==> config.mk <==
export PLATFORM = sky130hd
export DESIGN_NAME = sequencer_recorder
export DESIGN_NICKNAME = d
export VERILOG_FILES = /design/src/rtl/sequencer_recorder.sv
export SDC_FILE = /design/constraint.sdc
export NUM_CORES = 1
export LEC_CHECK = 0
export ABC_AREA = 1
export BUFFER_PORTS_ARGS = -buffer_cell sky130_fd_sc_hd__buf_2
export CAP_MARGIN = 20
export CORE_UTILIZATION = 50
export CTS_CLUSTER_SIZE = 12
export DETAILED_ROUTE_END_ITERATION = 8
export MAX_ROUTING_LAYER = met4
export PLACE_DENSITY_LB_ADDON = 0.12
export SLEW_MARGIN = 20
export SYNTH_ARGS = -nofsm -noshare
export SYNTH_HDL_FRONTEND = slang
export SYNTH_SLANG_ARGS = --single-unit
==> constraint.sdc <==
create_clock -name clk -period 2.1 [get_ports clk]
set_input_delay 0.315 -clock clk [delete_from_list [all_inputs] [get_ports clk]]
set_output_delay 0.315 -clock clk [all_outputs]
set_load 0.02 [all_outputs]
==> src/rtl/sequencer_recorder.sv <==
`default_nettype none
// sequencer_recorder -- live-records keypad notes into a STEPS-slot pattern quantised to
// beat pulses, then loops the pattern out as SUSTAIN-cycle notes.  Rev 1.0
module sequencer_recorder #(
  parameter int STEPS   = 8,
  parameter int SUSTAIN = 2000
) (
  input  logic                     clk,
  input  logic                     n_rst,
  input  logic [3:0]               note_in,
  input  logic                     beat_pulse,
  input  logic                     play,
  input  logic                     rec_arm,
  input  logic                     clear,
  output logic [3:0]               note_out,
  output logic [$clog2(STEPS)-1:0] step,
  output logic                     recording,
  output logic                     armed,
  output logic [STEPS-1:0]         pattern_valid
);

  localparam int c_STEP_W = $clog2(STEPS);
  localparam int c_SUS_W  = (SUSTAIN > 1) ? $clog2(SUSTAIN) : 1;

  localparam logic [c_SUS_W-1:0]  c_SUS_LOAD  = c_SUS_W'(SUSTAIN - 1);
  localparam logic [c_STEP_W-1:0] c_LAST_STEP = c_STEP_W'(STEPS - 1);

  localparam logic [1:0] c_IDLE     = 2'd0;
  localparam logic [1:0] c_ARMED    = 2'd1;
  localparam logic [1:0] c_RECORD   = 2'd2;
  localparam logic [1:0] c_PLAYBACK = 2'd3;

  logic [1:0]          r_state;
  logic [1:0]          w_state_nxt;
  logic [c_STEP_W-1:0] r_step;
  logic [c_STEP_W-1:0] w_step_inc;
  logic [3:0]          r_slot [STEPS];
  logic [3:0]          r_cap;
  logic [3:0]          w_commit_val;
  logic [c_SUS_W-1:0]  r_sus;
  logic [3:0]          r_note;
  logic                w_beat;
  logic                w_any_slot;
  logic                w_in_record;
  logic                w_commit;

  assign w_beat       = beat_pulse & play;
  assign w_step_inc   = r_step + c_STEP_W'(1);
  assign w_any_slot   = |pattern_valid;
  assign w_in_record  = (r_state == c_RECORD);
  assign w_commit     = w_in_record & w_beat & ~clear;
  assign w_commit_val = (r_cap != 4'd0) ? r_cap : note_in;

  generate
    for (genvar gi = 0; gi < STEPS; gi++) begin : g_valid
      assign pattern_valid[gi] = |r_slot[gi];
    end
  endgenerate

  // With play low every transition except clear is frozen.
  always_comb begin
    w_state_nxt = r_state;
    if (clear) begin
      w_state_nxt = c_IDLE;
    end else if (play) begin
      case (r_state)
        c_IDLE: begin
          if (rec_arm)         w_state_nxt = c_ARMED;
          else if (w_any_slot) w_state_nxt = c_PLAYBACK;
        end
        c_ARMED: begin
          if (!rec_arm)        w_state_nxt = c_IDLE;
          else if (beat_pulse) w_state_nxt = c_RECORD;
        end
        c_RECORD: begin
          if (!rec_arm)                       w_state_nxt = c_IDLE;
          else if (beat_pulse && r_step == c_LAST_STEP) w_state_nxt = c_PLAYBACK;
        end
        c_PLAYBACK: begin
          if (rec_arm)          w_state_nxt = c_ARMED;
          else if (!w_any_slot) w_state_nxt = c_IDLE;
        end
        default: w_state_nxt = c_IDLE;
      endcase
    end
  end

  always_ff @(posedge clk or negedge n_rst) begin
    if (!n_rst) begin
      r_state <= c_IDLE;
    end else begin
      r_state <= w_state_nxt;
    end
  end

  always_ff @(posedge clk or negedge n_rst) begin
    if (!n_rst) begin
      r_step <= '0;
    end else if (w_beat) begin
      r_step <= (r_state == c_ARMED) ? '0 : w_step_inc;
    end
  end

  always_ff @(posedge clk or negedge n_rst) begin
    if (!n_rst) begin
      for (int i = 0; i < STEPS; i++) r_slot[i] <= '0;
    end else if (clear) begin
      for (int i = 0; i < STEPS; i++) r_slot[i] <= '0;
    end else if (w_commit) begin
      r_slot[r_step] <= w_commit_val;
    end
  end

  // Capture holds the first nonzero note of the step; a beat or an abort empties it.
  always_ff @(posedge clk or negedge n_rst) begin
    if (!n_rst) begin
      r_cap <= '0;
    end else if (clear || !w_in_record) begin
      r_cap <= '0;
    end else if (play) begin
      if (beat_pulse || !rec_arm) begin
        r_cap <= '0;
      end else if (r_cap == 4'd0) begin
        r_cap <= note_in;
      end
    end
  end

  always_ff @(posedge clk or negedge n_rst) begin
    if (!n_rst) begin
      r_note <= '0;
      r_sus  <= '0;
    end else if (clear || !play) begin
      r_note <= '0;
      r_sus  <= '0;
    end else begin
      case (r_state)
        c_RECORD: begin
          r_note <= note_in;
          r_sus  <= '0;
        end
        c_PLAYBACK: begin
          if (beat_pulse) begin
            r_note <= r_slot[w_step_inc];
            r_sus  <= c_SUS_LOAD;
          end else if (r_sus != '0) begin
            r_sus  <= r_sus - c_SUS_W'(1);
          end else begin
            r_note <= '0;
          end
        end
        default: begin
          r_note <= '0;
          r_sus  <= '0;
        end
      endcase
    end
  end

  assign note_out  = r_note;
  assign step      = r_step;
  assign recording = (r_state == c_RECORD);
  assign armed     = (r_state == c_ARMED);

endmodule
`default_nettype wire

==> metrics.txt, run 1 <==
Avg Cell Area, Syn 7.542 sq um; clk slew on worst S/H paths 100 ps; max-cap violation count 0; drt pass-1 iters 5; # rows 27; first-iteration detailed-routing DRC count 205; Post-Layout Cell Count 503; dpl cells 494; outcome finished with violations; setup TNS 0 ps; Clock Latency Late Sink 310 ps; area delta synth->final 11.24%; Die W 79.68 um; Tightest Hold Check Type in2async; CTS root buf clkbuf_8; Synth area leaders dfrtp_1 (46%), nand2_1 (9.8%), nand3_1 (6.0%); Fin Clk Skew 8.120 ps; worst-margin pin slew 1166 ps; Net Count, Synth 413; first-pass GRT wire length 13,290 um; final hold violation count 3; vias in the first global route 2,727; Residual DRC 0; unrepaired setup endpoints after global routing false; reg2reg setup slack 330 ps; fmax 564.5 MHz; TritonCTS Buffers 5; post-synth top area share 46.45%; CP startpoint kind flip-flop; largest area contributor in the netlist dfrtp_1; final worst setup slack 328.4 ps; Rel. slew slack 21.87%; R2R depth 9; Yosys Warn Count 0; H-Tree Depth 2; Setup CP Type reg2reg; Antenna Cells 0; per-cell routed wire length 15.48 um; FF/Latch Area 0.001401 sq mm; Synth cell types 30; nets 443; Final period util 84.36%; die area 0.006348 sq mm; pin count of the biggest net entering global routing 33; VDD IR-drop max 0.4616 mV; clk buf depth 2; area of the core 0.005675 sq mm; area of the multi-input gates 0.001385 sq mm; final instance area 0.003356 sq mm; wirelength, routed 7787 um; GR Overflow Total 0; initial antenna violation count 0; pwr dens 960.9 mW/mm^2; Clock Sinks 56; initial cell density of the core 53.15%; critical path arrival 2030 ps; leakage 1.662 nW; CP Data Required Time 2350 ps; failing checks negative hold slack; CTS tree built; placed wire-length estimate 5865 um; worst r2r src step[1]; Finish-stage setup viols 0; Filler Cells Inserted 535; final worst path period need 1772 ps; final hold slack -3.959 ps; Slew Viols, Final 0; Synth Instances 400; drt via density 5.567; Synth Cell Area 0.003017 sq mm; chip height 79.68 um; worst-path fanout max 9; antenna viol nets, final 0; # IOs 27; crit path capture type flip-flop; sequential share of the synthesized area 46.45%; Vias 2,800; GRT Overall Usage 28.58%; post-place setup slack 270.5 ps; Buffers on Ports 26; ratio of cells with drive above 1 in the final layout 13.69%; worst flop-to-flop path endpoint note_out[0]; RePlAce Congestion 1.014; Placement Cell Area 0.003249 sq mm; FF+latch count, synth 56; Post-CTS Setup Bufs 0
## worst max path at each step
stage               depth (start not counted)  startpoint           to  slack (ps)
floorplan                                  10     step[1]  note_out[0]         390
global placement                            9     step[1]  note_out[2]         310
detailed placement                          9     step[1]  note_out[0]         270
CTS                                         9     step[1]  note_out[0]         240
global route                                9     step[1]  note_out[3]          80
finish                                      9     step[1]  note_out[0]         330
## registers in the layout, summed over array words and instances (netlist names)
| name | flops |
|---|---|
| r_slot | 32 |
| r_sus | 11 |
| note_out | 4 |
| r_cap | 4 |
| step | 3 |
| r_state | 2 |
## per-stage QoR
| stage | total power, mW | util (%) |
|---|---|---|
| global route | 3.476 | 59.13 |
| floorplan | 2.219 | - |
| finish | 3.224 | 59.13 |
| detailed placement | 2.592 | 57.25 |
| global placement | 2.595 | 57.25 |
| CTS | 3.206 | 58.88 |
## cells by family (layout without fill, tap and decap cells)
kind of cell	after synthesis	count (layout)	share of synthesized area [%]
and+or+nand+nor	185	185	27.33
AOI/OAI and AO/OA	95	95	16.96
buffers and inverters	60	91	7.715
DFF	56	56	46.45
adders and majority gates	3	3	1.244
xor gates and xnor gates	1	1	0.2904
## power by group
part / internal [mW] / switching [mW]
Combinational: 0.448 / 0.927
Sequential: 1.15 / 0.0906
Clock: 0.264 / 0.343
## layer usage
| layer | vias to the layer above | global-route usage (%) | wire (um) |
|---|---|---|---|
| met3 | 10 | 4.229 | 458 |
| met5 | - | - | 0 |
| met2 | 77 | 44.62 | 3607 |
| met4 | 0 | 6.727 | 87 |
| li1 | 1401 | - | - |
| met1 | 1312 | 39.51 | 3634 |
## what timing repair did
action | CTS | global route
setup endpoints to repair | 0 | 4
hold buffers | 0 | 0
resized for setup | 0 | 2
## placed cells by master (no fill, tap or decap), drive strengths merged, types with 6 or more instances in the layout
master,synthesis,layout
nor2,52,52
nand2,80,80
buf,6,33
clkbuf,4,6
a21oi,24,24
dfrtp,56,56
inv,48,48
o22ai,15,15
nand3,36,36
nand4,10,10
o21ai,48,48
## cell type report
cell class	count	share of cell area, %
Clock buffer	6	2.461
Clock inverter	2	0.2983
Inverter	50	5.705
Multi-Input combinational cell	284	41.28
Sequential cell	56	41.76
Tap cell	72	2.685
Timing Repair Buffer	33	5.817
## worst max-delay path, cell delays in order (launching register included)
cell and delay (ps):
dfrtp_1 480, ha_2 480, clkinvlp_4 200, a21oi_1 140, o21ai_0 90, nand3_1 90, nand3_1 80, nand2_1 70
nand2_1 50, nand2_1 60
## synthesized netlist by cell type
cell type	count
buf_4	1
nor4_2	1
o31ai_1	1
clkinv_1	2
nor2_1	48
nor3_1	5
a211oi_1	1
o211ai_1	1
a31oi_1	5
nor2_2	1
inv_1	40
buf_2	3
or2_0	1
clkbuf_1	4
nand2_1	79
o21ai_2	1
a21oi_1	24
buf_1	2
nand2_2	1
dfrtp_1	56
nand3_1	36
o21ai_1	21
o21ai_0	26
nand4_4	1
nor2_4	3
xor2_1	1
inv_2	8
o22ai_1	15
ha_1	3
nand4_1	9
Note: power is estimated with default switching activity, not from simulation.
==> run 2, diff against run 1 <==
ABC_AREA = 0   (was 1)
clock period = 1.43 ns   (was 2.1 ns; I/O delays follow)
==> run 2 against run 1 <==
- the run ends with negative setup slack left
- combinational power fell by 33%
- first-iteration DRC count rose by 9.8%
- via count rose by 5.5%
- power rose by 12%
- clock power rose by 73%
- global-route usage rose by 2.1 points
- clock skew rose by 7.6 ps
- register-to-register slack got worse by 600 ps
- utilization rose by 22 points
- sequential share of layout area fell by 11 points
- sequential power rose by 34%
- critical path type is now reg2out
- highest routed layer unchanged
==> metrics.txt, run 2 <==
outcome finished with violations; failing checks negative setup slack; nets 413; Top Registers r_slot: 32 flops, r_sus: 11 flops; CTS root buf clkbuf_8; Synth area leaders dfrtp_1 (46%), mux2i_1 (6.9%), mux4_2 (6.0%); final hold slack 174.5 ps; Sw Ratio 30.31%; Setup CP Type reg2out; worst-path fanout max 2; Clk pwr share 28.9%; Residual DRC 0; sequential power share 45.8%; Rel. slew slack 68.74%; CTS tree built; first-iteration detailed-routing DRC count 225; CP startpoint kind flip-flop; commonest non-fill, non-tap cell in the layout buf_4; Tightest Hold Check Type in2reg; pin count of the biggest net entering global routing 57; post-synth top area share 46.28%; final worst path period need 1727 ps; ratio of cells with drive above 1 in the final layout 55.11%; Clock Sinks 56; Slew Viols, Final 0; final hold violation count 0; first-pass GRT wire length 14,040 um; per-cell routed wire length 20.33 um; # IOs 27; area of the multi-input gates 0.001878 sq mm; max reg flops 32; fmax 579.0 MHz; async set-reset flop share out of synthesis 100.0%; chip height 79.82 um; leakage 2.380 nW; Clock Latency Late Sink 320 ps; Buffers on Ports 26; Net Count, Synth 292; TritonCTS Buffers 5; clk slew on worst S/H paths 100 ps; Finish-stage setup viols 35; unrepaired setup endpoints after global routing true; clk buf depth 2; initial cell density of the core 53.35%; Synth Instances 279; NetSw 1.099 mW; Fin Clk Skew 15.76 ps; # rows 27; commonest non-fill, non-tap cells in the layout buf_4 (74), dfrtp_1 (53), buf_6 (34); antenna viol nets, final 0; initial antenna violation count 0; Avg Cell Area, Syn 10.85 sq um; FF+latch count, synth 56; Vias 2,953; Yosys Warn Count 0; sequential share of the synthesized area 46.28%; RePlAce Congestion 0.9195; Synth cell types 52; die area 0.006371 sq mm; post-place setup slack -247.4 ps; drt pass-1 iters 4; critical path arrival 1510 ps; area of the core 0.005675 sq mm; wirelength, routed 9617 um; area delta synth->final 52.60%; count leader, synth dfrtp_1; FF/Latch Area 0.001405 sq mm; Synth Cell Area 0.003028 sq mm; Antenna Cells 0; Synth top cells by count dfrtp_1 (56), nor2_1 (41), mux2i_1 (21); largest area contributor in the netlist dfrtp_1; vias in the first global route 2,859; H-Tree Depth 2; pwr dens 784.6 mW/mm^2; Top FF cell, synth dfrtp_1; EDFF count, synth 0; power share of the combinational group 25.3%; crit path capture type output port; worst-margin pin slew 468.9 ps; Biggest register r_slot; VDD IR-drop max 0.8948 mV; GR Overflow Total 0; GRT Overall Usage 30.66%; Internal Power 2.527 mW; CP Data Required Time 1220 ps; final worst setup slack -297.2 ps; max-cap violation count 0; Die W 79.82 um; drt via density 6.243; Filler Cells Inserted 322; Final period util 120.8%; placed wire-length estimate 6011 um
run 2: power groups by stage:
stage	combinational, mW	sequential (mW)	clock (mW)
2_1_floorplan	0.494	1.71	0
3_3_place_gp	0.722	1.67	0
3_5_place_dp	0.739	1.68	0
4_1_cts	0.869	1.66	1.05
5_1_grt	0.967	1.66	1.13
6_report	0.919	1.66	1.05
run 2: metal layers:
layer	vias up	share of wire, %	wire, um	global-route usage [%]
met4	0	3.5	339	10.18
met3	42	5.5	525	6.057
met2	121	52	4967	52.14
met5	-	0	0	-
li1	1289	-	-	-
met1	1501	39	3785	36.55
run 2: critical path: stages, from the launching register on:
cell and delay [ps]:
dfrtp_1 390, or4_4 560, buf_6 140, buf_6 120
run 2: path summary, 6_finish.rpt:
path                       cells past startpoint  slack, ps   startpoint          endpoint
setup / recovery                               3       -300   r_slot[30]  pattern_valid[0]
hold / removal                                 3        170   note_in[2]          r_cap[2]
setup reg to reg                               4       -270    r_slot[2]        r_state[0]
hold reg to reg                                2        580  note_out[0]       note_out[0]
max in group asynchronous                      3        750        n_rst        r_slot[12]
min in group asynchronous                      3        420        n_rst           step[0]
run 2: cells by family (layout without fill, tap and decap cells):
group                      count (synthesis)  in the layout  synth area share (%)
AOI/OAI and AO/OA                         56             56                 13.31
and+or+nand+nor                          103            103                 20.33
xor gates and xnor gates                   6              6                 1.736
DFF                                       56             56                 46.28
adders and majority gates                  3              3                 1.240
buffers and inverters                     25            147                 3.843
muxes                                     30             30                 13.26
run 2: layout make-up:
class / instances / share of cell area (%)
inverters: 11 / 0.8936
clock inverters: 2 / 0.7582
clock buffers: 6 / 1.571
well taps: 72 / 1.950
flip-flops and latches: 56 / 30.41
repair buffers: 128 / 23.77
multi-input cells: 198 / 40.64
run 2: stage by stage:
step	util [%]	power, mW	instances	area (sq um)	TNS (ps)
after floorplan	-	2.208	279	3157	-733.4
after CTS	76.94	3.583	462	4367	-4371
after global routing	81.42	3.760	473	4621	-7228
final	81.42	3.625	473	4621	-4379
after global placement	67.79	2.395	437	3847	-2332
after detailed placement	67.79	2.415	437	3847	-3261
run 2: timing repair:
item,4_1_cts,5_1_grt
gates cloned,1,0
endpoints found under the setup margin,50,65
hold buffers,1,0
setup buffers,15,12
gates resized for setup,67,44
endpoints found under the hold margin,56,0
pin swaps,27,19
==> run 3, diff against run 2 <==
RECOVER_POWER = 100   (was default)
==> run 3 against run 2 <==
- the run still ends with negative setup slack left
- register-to-register slack barely moved
- global-route usage unchanged
- flip-flop and latch count did not move
- sequential share of layout area rose by 0.30 points
- final area shrank 0.97%
- power down 0.55%
- critical endpoint unchanged
- largest power group unchanged
==> metrics.txt, run 3 (synthesized netlist as in run 2, its figures left out) <==
Clock Sinks 56; final hold slack 175.5 ps; Hold Crit Start note_in[2]; outcome finished with violations; Die W 79.82 um; sequential power share 46.0%; reg2reg setup slack -260 ps; Filler Cells Inserted 328; Sw Ratio 30.35%; max reg flops 32; placed wire-length estimate 6011 um; Buffers on Ports 26; H-Tree Depth 2; NetSw 1.094 mW; wirelength, routed 9562 um; CTS root buf clkbuf_8; failing checks negative setup slack; nets 413; first-iteration detailed-routing DRC count 236; # rows 27; crit path capture type output port; busiest grt layer met2; clk buf depth 2; Setup CP Type reg2out; per-cell routed wire length 20.22 um; CTS tree built; met1 Usage GRT 36.55%; pin count of the biggest net entering global routing 57; leakage 2.347 nW; VDD IR-drop max 0.8875 mV; antenna viol nets, final 0; pwr dens 788.0 mW/mm^2; area of the core 0.005675 sq mm; vias in the first global route 2,859; commonest non-fill, non-tap cells in the layout buf_4 (76), dfrtp_1 (53), nor2_1 (32); Antenna Cells 0; unrepaired setup endpoints after global routing true; drt pass-1 iters 4; fmax 578.6 MHz; dpl cells 437; # IOs 27; final worst path period need 1728 ps; commonest non-fill, non-tap cell in the layout buf_4; Clk pwr share 28.9%; Finish-stage setup viols 36; critical path arrival 1510 ps; final worst setup slack -298.3 ps; GR Overflow Total 0; Clock Latency Late Sink 310 ps; TritonCTS Buffers 5; Residual DRC 0; worst flop-to-flop path endpoint r_state[0]; die area 0.006371 sq mm; worst-margin pin slew 782.3 ps; CP startpoint kind flip-flop; power share of the combinational group 25.1%; worst-path fanout max 2; chip height 79.82 um; worst r2r src r_slot[2]; Post-Layout Cell Count 473; area delta synth->final 51.12%; CP Data Required Time 1220 ps; first-pass GRT wire length 14,040 um; GRT Overall Usage 30.66%; Top Registers r_slot: 32 flops, r_sus: 11 flops; Critical path destination pattern_valid[0]; Internal Power 2.511 mW; area of the multi-input gates 0.001872 sq mm; Slew Viols, Final 0; Vias 2,939; Rel. slew slack 47.85%; final hold violation count 0; RePlAce Congestion 0.9195; origin of the worst setup path r_slot[30]; Biggest register r_slot; max-cap violation count 0; R2R depth 4; Fin Clk Skew 14.55 ps; Tightest Hold Check Type in2reg; ratio of cells with drive above 1 in the final layout 53.62%; Final period util 120.9%; met3 Use GR 6.057%; clk slew on worst S/H paths 100 ps; drt via density 6.214; met2 usage 52.14%; FF/Latch Area 0.001405 sq mm; setup TNS -4364 ps; initial antenna violation count 0; initial cell density of the core 53.35%
==> run 3: changes by cell type in the layout (fill, tap and decap cells not counted), sizes merged <==
cell	previous run	this run
clkbuf	6	13
buf	127	120
==> run 3: stage by stage <==
| step | area (sq um) | setup WS, ps | power, mW | util, % |
|---|---|---|---|---|
| detailed placement | 3847 | -247.4 | 2.415 | 67.79 |
| floorplan | 3157 | -126.8 | 2.208 | - |
| global placement | 3847 | -251.3 | 2.395 | 67.79 |
| finish | 4576 | -298.3 | 3.605 | 80.62 |
| CTS | 4367 | -295.8 | 3.583 | 76.94 |
| global route | 4576 | -329.4 | 3.740 | 80.62 |
==> run 3: critical path: stages, from the launching register on <==
cell     delay [ps]
dfrtp_1         390
or4_4           560
buf_6           140
buf_6           120
==> run 3: worst min-delay path by stage <==
stage                  end  slack [ps]  cells past startpoint
2_1_floorplan  note_out[0]         -80                      0
3_3_place_gp       step[2]         240                      2
3_5_place_dp       step[2]         240                      2
4_1_cts           r_cap[2]         160                      3
5_1_grt           r_cap[2]         170                      3
6_report          r_cap[2]         180                      3
==> run 3: layer usage <==
| layer | routed length (um) | part of all wire, % | vias to the layer above |
|---|---|---|---|
| met5 | 0 | 0 | - |
| met4 | 338 | 3.5 | 0 |
| met3 | 516 | 5.4 | 38 |
| met2 | 4958 | 52 | 108 |
| met1 | 3748 | 39 | 1498 |
| li1 | - | - | 1295 |
==> run 3: cell type report <==
class	instances	area share (%)
Clock buffer	6	1.586
Inverter	11	0.9024
Timing Repair Buffer	128	23.16
Sequential cell	56	30.71
Clock inverter	2	0.7657
Tap cell	72	1.969
Multi-Input combinational cell	198	40.91
==> run 3: timing repair <==
action | in CTS | in global routing
cloned | 1 | 0
gates resized for setup | 67 | 44
hold buffers | 1 | 0
hold endpoints to repair | 56 | 0
endpoints found under the setup margin | 50 | 65
pin swaps | 27 | 19
buffers inserted | 15 | 12
==> run 3: power groups by stage <==
stage	Sequential [mW]	Clock [mW]	Combinational, mW
6_report	1.66	1.04	0.904
5_1_grt	1.66	1.13	0.948
4_1_cts	1.66	1.05	0.869
3_5_place_dp	1.68	0	0.739
3_3_place_gp	1.67	0	0.722
2_1_floorplan	1.71	0	0.494
